--- config.mk ---
export PLATFORM = sky130hd
export DESIGN_NAME = gif_pixel_sram_writer
export DESIGN_NICKNAME = d
export VERILOG_FILES = /design/src/rtl/gif_pixel_sram_writer.sv
export SDC_FILE = /design/constraint.sdc
export NUM_CORES = 1
export LEC_CHECK = 0
export CAP_MARGIN = 25
export CORE_ASPECT_RATIO = 0.9
export CORE_MARGIN = 2
export CORE_UTILIZATION = 30
export DETAILED_ROUTE_END_ITERATION = 10
export PLACE_DENSITY = 0.51
export SYNTH_ARGS = -nofsm -noshare
export SYNTH_HDL_FRONTEND = slang
export SYNTH_SLANG_ARGS = --single-unit
export TNS_END_PERCENT = 20
--- constraint.sdc ---
create_clock -name clk_i -period 10.4 [get_ports clk_i]
set_input_delay 2.08 -clock clk_i [delete_from_list [all_inputs] [get_ports clk_i]]
set_output_delay 2.08 -clock clk_i [all_outputs]
set_load 0.05 [all_outputs]
--- src/rtl/gif_pixel_sram_writer.sv ---
// Packs the decoded GIF palette-index stream two pixels per word and writes it to SRAM,
// counting completed frames so the display side knows where to wrap.
module gif_pixel_sram_writer #(
  parameter logic [19:0] BASE_ADDR = 20'h0CA28,
  parameter logic [19:0] ADDR_MAX  = 20'hFFFFF,
  parameter int unsigned WE_CYCLES = 2
) (
  input  logic        clk_i,
  input  logic        rst_i,
  input  logic        start_i,
  input  logic [15:0] width_i,
  input  logic [15:0] height_i,
  input  logic [7:0]  pix_data_i,
  input  logic        pix_valid_i,
  input  logic        pix_last_i,
  output logic        pix_ready_o,
  output logic [19:0] sram_addr_o,
  output logic [15:0] sram_dq_out_o,
  output logic        sram_dq_oe_o,
  output logic        sram_we_n_o,
  output logic        sram_ce_n_o,
  output logic        sram_oe_n_o,
  output logic        sram_ub_n_o,
  output logic        sram_lb_n_o,
  output logic        bus_req_o,
  output logic [7:0]  last_frame_o,
  output logic        busy_o,
  output logic        done_o,
  output logic        overflow_o
);

  // state      | meaning
  // IDLE       | no load since reset
  // COLLECT_HI | waiting for the even pixel (upper byte)
  // COLLECT_LO | waiting for the odd pixel (lower byte)
  // WRITE      | word on the bus, we_n low for WE_CYCLES clocks
  // RECOVER    | we_n released, data held, address advances
  // DONE       | load finished, bus released
  localparam logic [2:0] S_IDLE       = 3'd0;
  localparam logic [2:0] S_COLLECT_HI = 3'd1;
  localparam logic [2:0] S_COLLECT_LO = 3'd2;
  localparam logic [2:0] S_WRITE      = 3'd3;
  localparam logic [2:0] S_RECOVER    = 3'd4;
  localparam logic [2:0] S_DONE       = 3'd5;

  localparam logic [3:0] WE_LOAD = 4'(WE_CYCLES - 1);

  logic [2:0]  state_q, state_d;
  logic [31:0] fp_q, fp_d;
  logic [31:0] pix_cnt_q, pix_cnt_d;
  logic [20:0] addr_q, addr_d;
  logic [15:0] word_q, word_d;
  logic [7:0]  frame_cnt_q, frame_cnt_d;
  logic [7:0]  last_frame_q, last_frame_d;
  logic [3:0]  we_cnt_q, we_cnt_d;
  logic        done_q, done_d;
  logic        ovf_q, ovf_d;
  logic        last_q, last_d;

  logic        collecting;
  logic        accept;
  logic        out_of_range;
  logic [7:0]  frame_inc;
  logic [31:0] fp_prod;

  assign fp_prod      = {16'h0000, width_i} * {16'h0000, height_i};
  assign collecting   = (state_q == S_COLLECT_HI) || (state_q == S_COLLECT_LO);
  assign accept       = collecting && pix_valid_i;
  // Bit 20 is a sticky carry so a wrap past 20'hFFFFF still reads as out of range.
  assign out_of_range = addr_q > {1'b0, ADDR_MAX};
  assign frame_inc    = (frame_cnt_q == 8'hFF) ? 8'hFF : frame_cnt_q + 8'd1;

  always_comb begin
    state_d      = state_q;
    fp_d         = fp_q;
    pix_cnt_d    = pix_cnt_q;
    addr_d       = addr_q;
    word_d       = word_q;
    frame_cnt_d  = frame_cnt_q;
    last_frame_d = last_frame_q;
    we_cnt_d     = we_cnt_q;
    done_d       = done_q;
    ovf_d        = ovf_q;
    last_d       = last_q;

    if (accept) begin
      if (pix_cnt_q == fp_q - 32'd1) begin
        pix_cnt_d    = 32'd0;
        frame_cnt_d  = frame_inc;
        last_frame_d = frame_inc - 8'd1;
      end else begin
        pix_cnt_d = pix_cnt_q + 32'd1;
      end
    end

    case (state_q)
      S_IDLE, S_DONE: begin
        if (start_i) begin
          fp_d         = fp_prod;
          addr_d       = {1'b0, BASE_ADDR};
          pix_cnt_d    = 32'd0;
          frame_cnt_d  = 8'd0;
          last_frame_d = 8'd0;
          done_d       = 1'b0;
          ovf_d        = 1'b0;
          last_d       = 1'b0;
          if (fp_prod == 32'd0) begin
            ovf_d   = 1'b1;
            done_d  = 1'b1;
            state_d = S_DONE;
          end else begin
            state_d = S_COLLECT_HI;
          end
        end
      end
      S_COLLECT_HI: begin
        if (accept) begin
          word_d = {pix_data_i, 8'h00};
          if (pix_last_i) begin
            last_d   = 1'b1;
            we_cnt_d = WE_LOAD;
            state_d  = S_WRITE;
          end else begin
            state_d = S_COLLECT_LO;
          end
        end
      end
      S_COLLECT_LO: begin
        if (accept) begin
          word_d[7:0] = pix_data_i;
          last_d      = pix_last_i;
          we_cnt_d    = WE_LOAD;
          state_d     = S_WRITE;
        end
      end
      S_WRITE: begin
        if (out_of_range) ovf_d = 1'b1;
        if (we_cnt_q == 4'd0) state_d = S_RECOVER;
        else                  we_cnt_d = we_cnt_q - 4'd1;
      end
      S_RECOVER: begin
        addr_d = {addr_q[20] | (&addr_q[19:0]), addr_q[19:0] + 20'd1};
        if (last_q) begin
          done_d  = 1'b1;
          state_d = S_DONE;
        end else begin
          state_d = S_COLLECT_HI;
        end
      end
      default: state_d = S_IDLE;
    endcase
  end

  always_ff @(posedge clk_i or posedge rst_i) begin
    if (rst_i) begin
      state_q      <= S_IDLE;
      fp_q         <= 32'd0;
      pix_cnt_q    <= 32'd0;
      addr_q       <= 21'd0;
      word_q       <= 16'd0;
      frame_cnt_q  <= 8'd0;
      last_frame_q <= 8'd0;
      we_cnt_q     <= 4'd0;
      done_q       <= 1'b0;
      ovf_q        <= 1'b0;
      last_q       <= 1'b0;
    end else begin
      state_q      <= state_d;
      fp_q         <= fp_d;
      pix_cnt_q    <= pix_cnt_d;
      addr_q       <= addr_d;
      word_q       <= word_d;
      frame_cnt_q  <= frame_cnt_d;
      last_frame_q <= last_frame_d;
      we_cnt_q     <= we_cnt_d;
      done_q       <= done_d;
      ovf_q        <= ovf_d;
      last_q       <= last_d;
    end
  end

  always_comb begin
    sram_ce_n_o  = 1'b1;
    sram_oe_n_o  = 1'b1;
    sram_ub_n_o  = 1'b1;
    sram_lb_n_o  = 1'b1;
    sram_we_n_o  = 1'b1;
    sram_dq_oe_o = 1'b0;
    if (state_q == S_WRITE || state_q == S_RECOVER) begin
      sram_ce_n_o  = 1'b0;
      sram_ub_n_o  = 1'b0;
      sram_lb_n_o  = 1'b0;
      sram_dq_oe_o = 1'b1;
      sram_we_n_o  = (state_q == S_RECOVER) || out_of_range;
    end
  end

  assign pix_ready_o   = collecting;
  assign sram_addr_o   = addr_q[19:0];
  assign sram_dq_out_o = word_q;
  assign busy_o        = (state_q != S_IDLE) && (state_q != S_DONE);
  assign bus_req_o     = busy_o;
  assign last_frame_o  = last_frame_q;
  assign done_o        = done_q;
  assign overflow_o    = ovf_q;

endmodule

Yosys cells after proc, flatten, opt, wreduce, memory -nomap -nowiden

Cells that the tools add are included.

Reductions and logical operators: 25
Divide/modulo/power cells: 0
Magnitude comparators: 1
Equality and inequality tests: 16
$mul: 1
Add/sub/neg operators: 6
Shift operators: 0
Bitwise logic cells: 1
Multiplexer cells: 45

Operators with widths:

| operator                                              | count |
|---|---|
| 2-to-1 mux 32 bit                                     | 4 |
| 2-to-1 mux 8 bit                                      | 11 |
| one-hot mux 21 bit (2 select lines)                   | 1 |
| adder 32 x 1 -> 32 bit (second input constant)        | 1 |
| equality test 32 bit                                  | 1 |
| zero test 32 bit                                      | 1 |
| multiplier 16 x 16 -> 32 bit                          | 1 |
| subtractor 32 x 1 -> 32 bit (second input constant)   | 1 |
| > comparator 21 x 20 -> 1 bit (second input constant) | 1 |
| 2-to-1 mux 21 bit                                     | 1 |
| adder 20 x 1 -> 20 bit (second input constant)        | 1 |
| AND reduction 20 bit                                  | 1 |
| 2-to-1 mux 3 bit                                      | 6 |
| 2-to-1 mux 4 bit                                      | 4 |
| inequality test 2 bit (second input constant)         | 8 |
| one-hot mux 8 bit (2 select lines)                    | 1 |
| one-hot mux 3 bit (5 select lines)                    | 1 |
| 2-to-1 mux 1 bit                                      | 12 |
| one-hot mux 4 bit (3 select lines)                    | 1 |
| AND reduction 5 bit                                   | 2 |
| AND reduction 3 bit                                   | 3 |
| nonzero test 3 bit                                    | 3 |
| adder 8 x 1 -> 8 bit (second input constant)          | 1 |
| equality test 8 bit (second input constant)           | 1 |
| other kinds (17)                                      | 27 |

Logic and storage cells: 107
Memory bits (read-only): 0
Memories kept: 0
Latch bits: 0
Input port bits: 45
Bits in registers: 127
Memory bits (writable): 0
Output and inout bits: 55

Longest topological paths before layout

Depth in word-level cells: 7
Depth in mapped cells: 26
Depth with buffers taken out: 24

Worst setup path after synthesis

Ideal clock, no wire load.

Path type: input to register
From: input height_i[1]
To: register state_q[2]
Path buffers: 2
Cell stages on the path: 23
Setup time: 0.087 ns
Arrival: 8.059 ns
Required time: 10.313 ns
Setup slack: 2.254 ns
Cell sequence: clkbuf_1 nand2_1 fa_1 fa_1 inv_1 fa_1 fa_1 fa_1 inv_1 fa_1 inv_1 ha_1 buf_2 nand2_1 or3_1 or3_1 a32oi_1 a31oi_1 o21bai_1 xor2_1 nor4_1 nand2_1 o211ai_1

Cells in the longest elaborated chain, start to end: 5

Ends and longest elaborated chain:

| what                               | line | text |
|---|---|---|
| start, declared                    | 12   | `input logic [15:0] height_i,` |
| multiplier 16 x 16 -> 32 bit       | 66   | `assign fp_prod = {16'h0000, width_i} * {16'h0000, height_i};` |
| zero test 32 bit                   | 107  | `if (fp_prod == 32'd0) begin` |
| 2-to-1 mux 3 bit                   | 107  |  |
| 2-to-1 mux 3 bit                   | 98   | `if (start_i) begin` |
| one-hot mux 3 bit (5 select lines) | 96   | `case (state_q)` |
| end signal, assigned               | 168  | `state_q <= state_d;` |
| end, declared                      | 48   | `logic [2:0] state_q, state_d;` |

No other way between the ends. The select of a mux whose other input is x is not followed.
A chain may end at the register's enable or synchronous reset.

Final worst setup path

From: input width_i[5]
To: register state_q[2]

Cells in the longest elaborated chain, start to end: 5

Ends and longest elaborated chain:

| what                               | line | text |
|---|---|---|
| start, declared                    | 11   | `input logic [15:0] width_i,` |
| multiplier 16 x 16 -> 32 bit       | 66   |  |
| zero test 32 bit                   | 107  |  |
| 2-to-1 mux 3 bit                   | 107  |  |
| 2-to-1 mux 3 bit                   | 98   |  |
| one-hot mux 3 bit (5 select lines) | 96   |  |

No other way between the ends. The select of a mux whose other input is x is not followed.

==> results.cfg <==
[min_path]
hold_path.class = flip-flop to flip-flop
timing.hold.worst_path_depth = 1
hold_path_end = addr_q[20]
hold_startpoint = addr_q[20]

[sta]
finalHoldViolCount = 0
finalCritPeriodShare = 0.881
setup_viol_count_final = 0
fin_tns_setup_ps = 0
layout_min_cycle_time_ps = 9160
worst_pin_slew_ps = 859
fin_worst_hold_slack_ps = 499
unrepaired_setup_endpoints_after_global_routing = no
fin_skew_ps = 13.5
timing.fmax_mhz = 109
drv_slew = 0
relSlewSlack = 0.427

[global_route]
antenna_found_initial = 0
globalRoute.totalOverflow = 0
first_pass_grt_wire_length_um = 67400
number_of_global_route_vias_before_repair = 12674
grt_start_max_net_pins = 67
globalRouteTotalUtil = 0.151

[clock_network]
cts.repair_timing.setup_buffer_count = 0
cts_max_level = 4
tritoncts.num_buffers = 17
cts_repair_resize_count = 0
ctsRootBufferMaster = clkbuf_16
tritoncts = yes
clock_tree_buf_depth = 2
worst_skew_late_latency_ps = 430
clock_pin_transition_on_the_worst_setup_and_hold_timing_paths_ps = 60
cts-hold-fix-buffers = 0
clkSinkCount = 127

[cells_and_area]
final_layout_size_suffix_gt1_frac = 0.0442
finish.instance_area_um2 = 18000
synthToLayoutAreaGrowth_pct = 13.3
n_antenna_cell = 0
final_core_utilization = 0.346
design.final.nets = 2195

[worst_setup_path]
worst-path-max-fanout = 16
crit_slowest_cell = clkdlybuf4s50_1
crit_path_end_kind = flip-flop
critical-path-max-stage-delay_ps = 800
rrSetupSlack_ps = 6580
crit_path_cell_trace = clkdlybuf4s50_1, and2_1, fa_1, inv_1, fa_1, inv_1, fa_1, fa_1, fa_1, inv_1, fa_1, inv_1, ha_1, nand2_1, or3_1, or3_1, a32oi_1, a31oi_1, o21ai_1, xnor2_1, nor4_1, nand2_1, o211ai_1
worstReg2RegEnd = pix_cnt_q[23]
crit_required_ps = 10740
arrival_ps = 9500
setup.worst_path.class = primary input to flip-flop
critPathBufInv = 5
timing.critical_path.from_type = primary input
reg2reg_from = fp_q[5]
top_cell_by_count_worst_path = fa_1
r2r_cells = 11
cpLargestDelayFamily = adder cells

[synthesis]
synthFlopType = dfrtp_1
synth.yosys.seq_area_share = 0.200
synth_enable_flop_cells = 0
synthesis.nets = 2158
synth.cell_area_um2 = 15900
yosys_register_bits = 127
async_reset_ff_frac = 1.00
syn-instance-count = 1808
yosys_warnings = 0
postSynthAreaPerCell_um2 = 8.78
yosysUniqueCellTypes = 76

[place]
io_buffers = 98
place.gp.congestion = 0.834
dp_hpwl_um = 32300
placedInstanceArea_um2 = 17300

[route]
detailroute.via_count = 12337
first_iter_violations = 493
drt-total-wl_um = 40600
detail_route.vias_per_cell = 4.85
routed_wire_length_per_instance_um = 16.0
antenna_violating_nets_remaining = 0
remaining_drc_errors = 0
drtPass1Iterations = 5

[floorplanning]
initial_utilization = 0.305
rows = 79
floorplan.die.height_um = 222
core-area_um2 = 52000
die_area_um2 = 54800
die_width_um = 247
ioPinCount = 100

[pwr]
power_leakage_uw = 0.00826
pwr_density_cell_nw_per_um2 = 342
max-vdd-ir-drop_uv = 236

[outcome]
run_status = completed

[job]
timing.max_cap.violations = 0
[per-stage QoR]
stage | power (uW) | worst slack (ps) | std cells
3_5_place_dp | 5540 | 759 | 2513
3_3_place_gp | 5510 | 862 | 2513
4_1_cts | 6230 | 1180 | 2544
6_report | 6160 | 1240 | 2545
5_1_grt | 6850 | 817 | 2545
2_1_floorplan | 4360 | 2250 | 1808
[report_power, final]
group	switching [uW]	leakage, uW	total [uW]	internal, uW
Sequential	149	0.00166	759	610
Clock	244	0.000305	649	404
Combinational	2910	0.00630	4750	1840
Total	3300	0.00826	6160	2860
[layout by cell type, fill, tap and decap left out, types with 57 or more instances in the layout]
master             n
nor2_1            94
clkdlybuf4s50_1   98
fa_1             194
ha_1             111
xor2_1            57
nand3_1           58
nand2_1          261
inv_1            249
o21ai_0           62
dfrtp_1          127
and2_1           129
[logic make-up (layout without fill, tap and decap cells)]
family | count (synthesis) | after routing | share of synthesized area
buffers and inverters | 341 | 390 | 0.0888
xor gates and xnor gates | 103 | 103 | 0.0568
and+or+nand+nor | 693 | 693 | 0.218
other | 1 | 1 | 0.000236
DFF | 127 | 127 | 0.200
AOI/OAI and AO/OA | 208 | 208 | 0.0836
muxes | 30 | 30 | 0.0200
adders and majority gates | 305 | 305 | 0.332
[area by class of cell]
class | instances | area, um^2
well taps | 688 | 861
clock inverters | 14 | 206
multi-input cells | 1340 | 11300
inverters | 250 | 941
fillers | 5452 | 34000
flip-flops and latches | 127 | 3180
repair buffers | 109 | 1080
clock buffers | 17 | 425
[how the worst max path moves through the flow]
stage | slack (ps) | cells after the start | from | to
global placement | 860 | 23 | width_i[5] | state_q[2]
global route | 820 | 23 | width_i[5] | done_o
floorplan | 2250 | 23 | height_i[1] | state_q[2]
detailed placement | 760 | 23 | width_i[5] | state_q[2]
CTS | 1180 | 23 | width_i[5] | state_q[2]
finish | 1240 | 23 | width_i[5] | state_q[2]
[flip-flops by register name, indices dropped and copies added (netlist names)]
name / cells
pix_cnt_q: 32
frame_cnt_q: 8
state_q: 3
last_frame_o: 8
addr_q: 21
last_q: 1
fp_q: 32
we_cnt_q: 4
overflow_o: 1
sram_dq_out_o: 16
done_o: 1
[Yosys cell counts, types with 10 or more instances]
library cell	n	area [um^2]
a211oi_1	10	75.1
inv_1	250	938
nor3_1	27	135
mux2_2	14	158
and3_1	14	87.6
buf_4	24	180
a31oi_1	12	75.1
and2_1	130	813
o211ai_1	10	75.1
xor2_1	57	499
mux2i_1	16	160
xnor2_1	46	403
a21oi_1	48	240
dfrtp_1	127	3180
nor2_1	94	353
or3_1	15	93.8
nand4_1	26	163
fa_1	194	3880
o21ai_0	62	310
ha_1	111	1390
nand2_1	262	983
nor4_1	10	62.6
nand3_1	58	290
clkbuf_1	57	214
[per-layer routing]
metal	global-route usage	up-vias	routed length, um
met4	0.0303	0	550
met5	0	-	0
li1	-	5907	-
met3	0.0172	37	1170
met1	0.209	6187	19100
met2	0.255	206	19800
No activity file was read; power rests on OpenSTA's default activity.
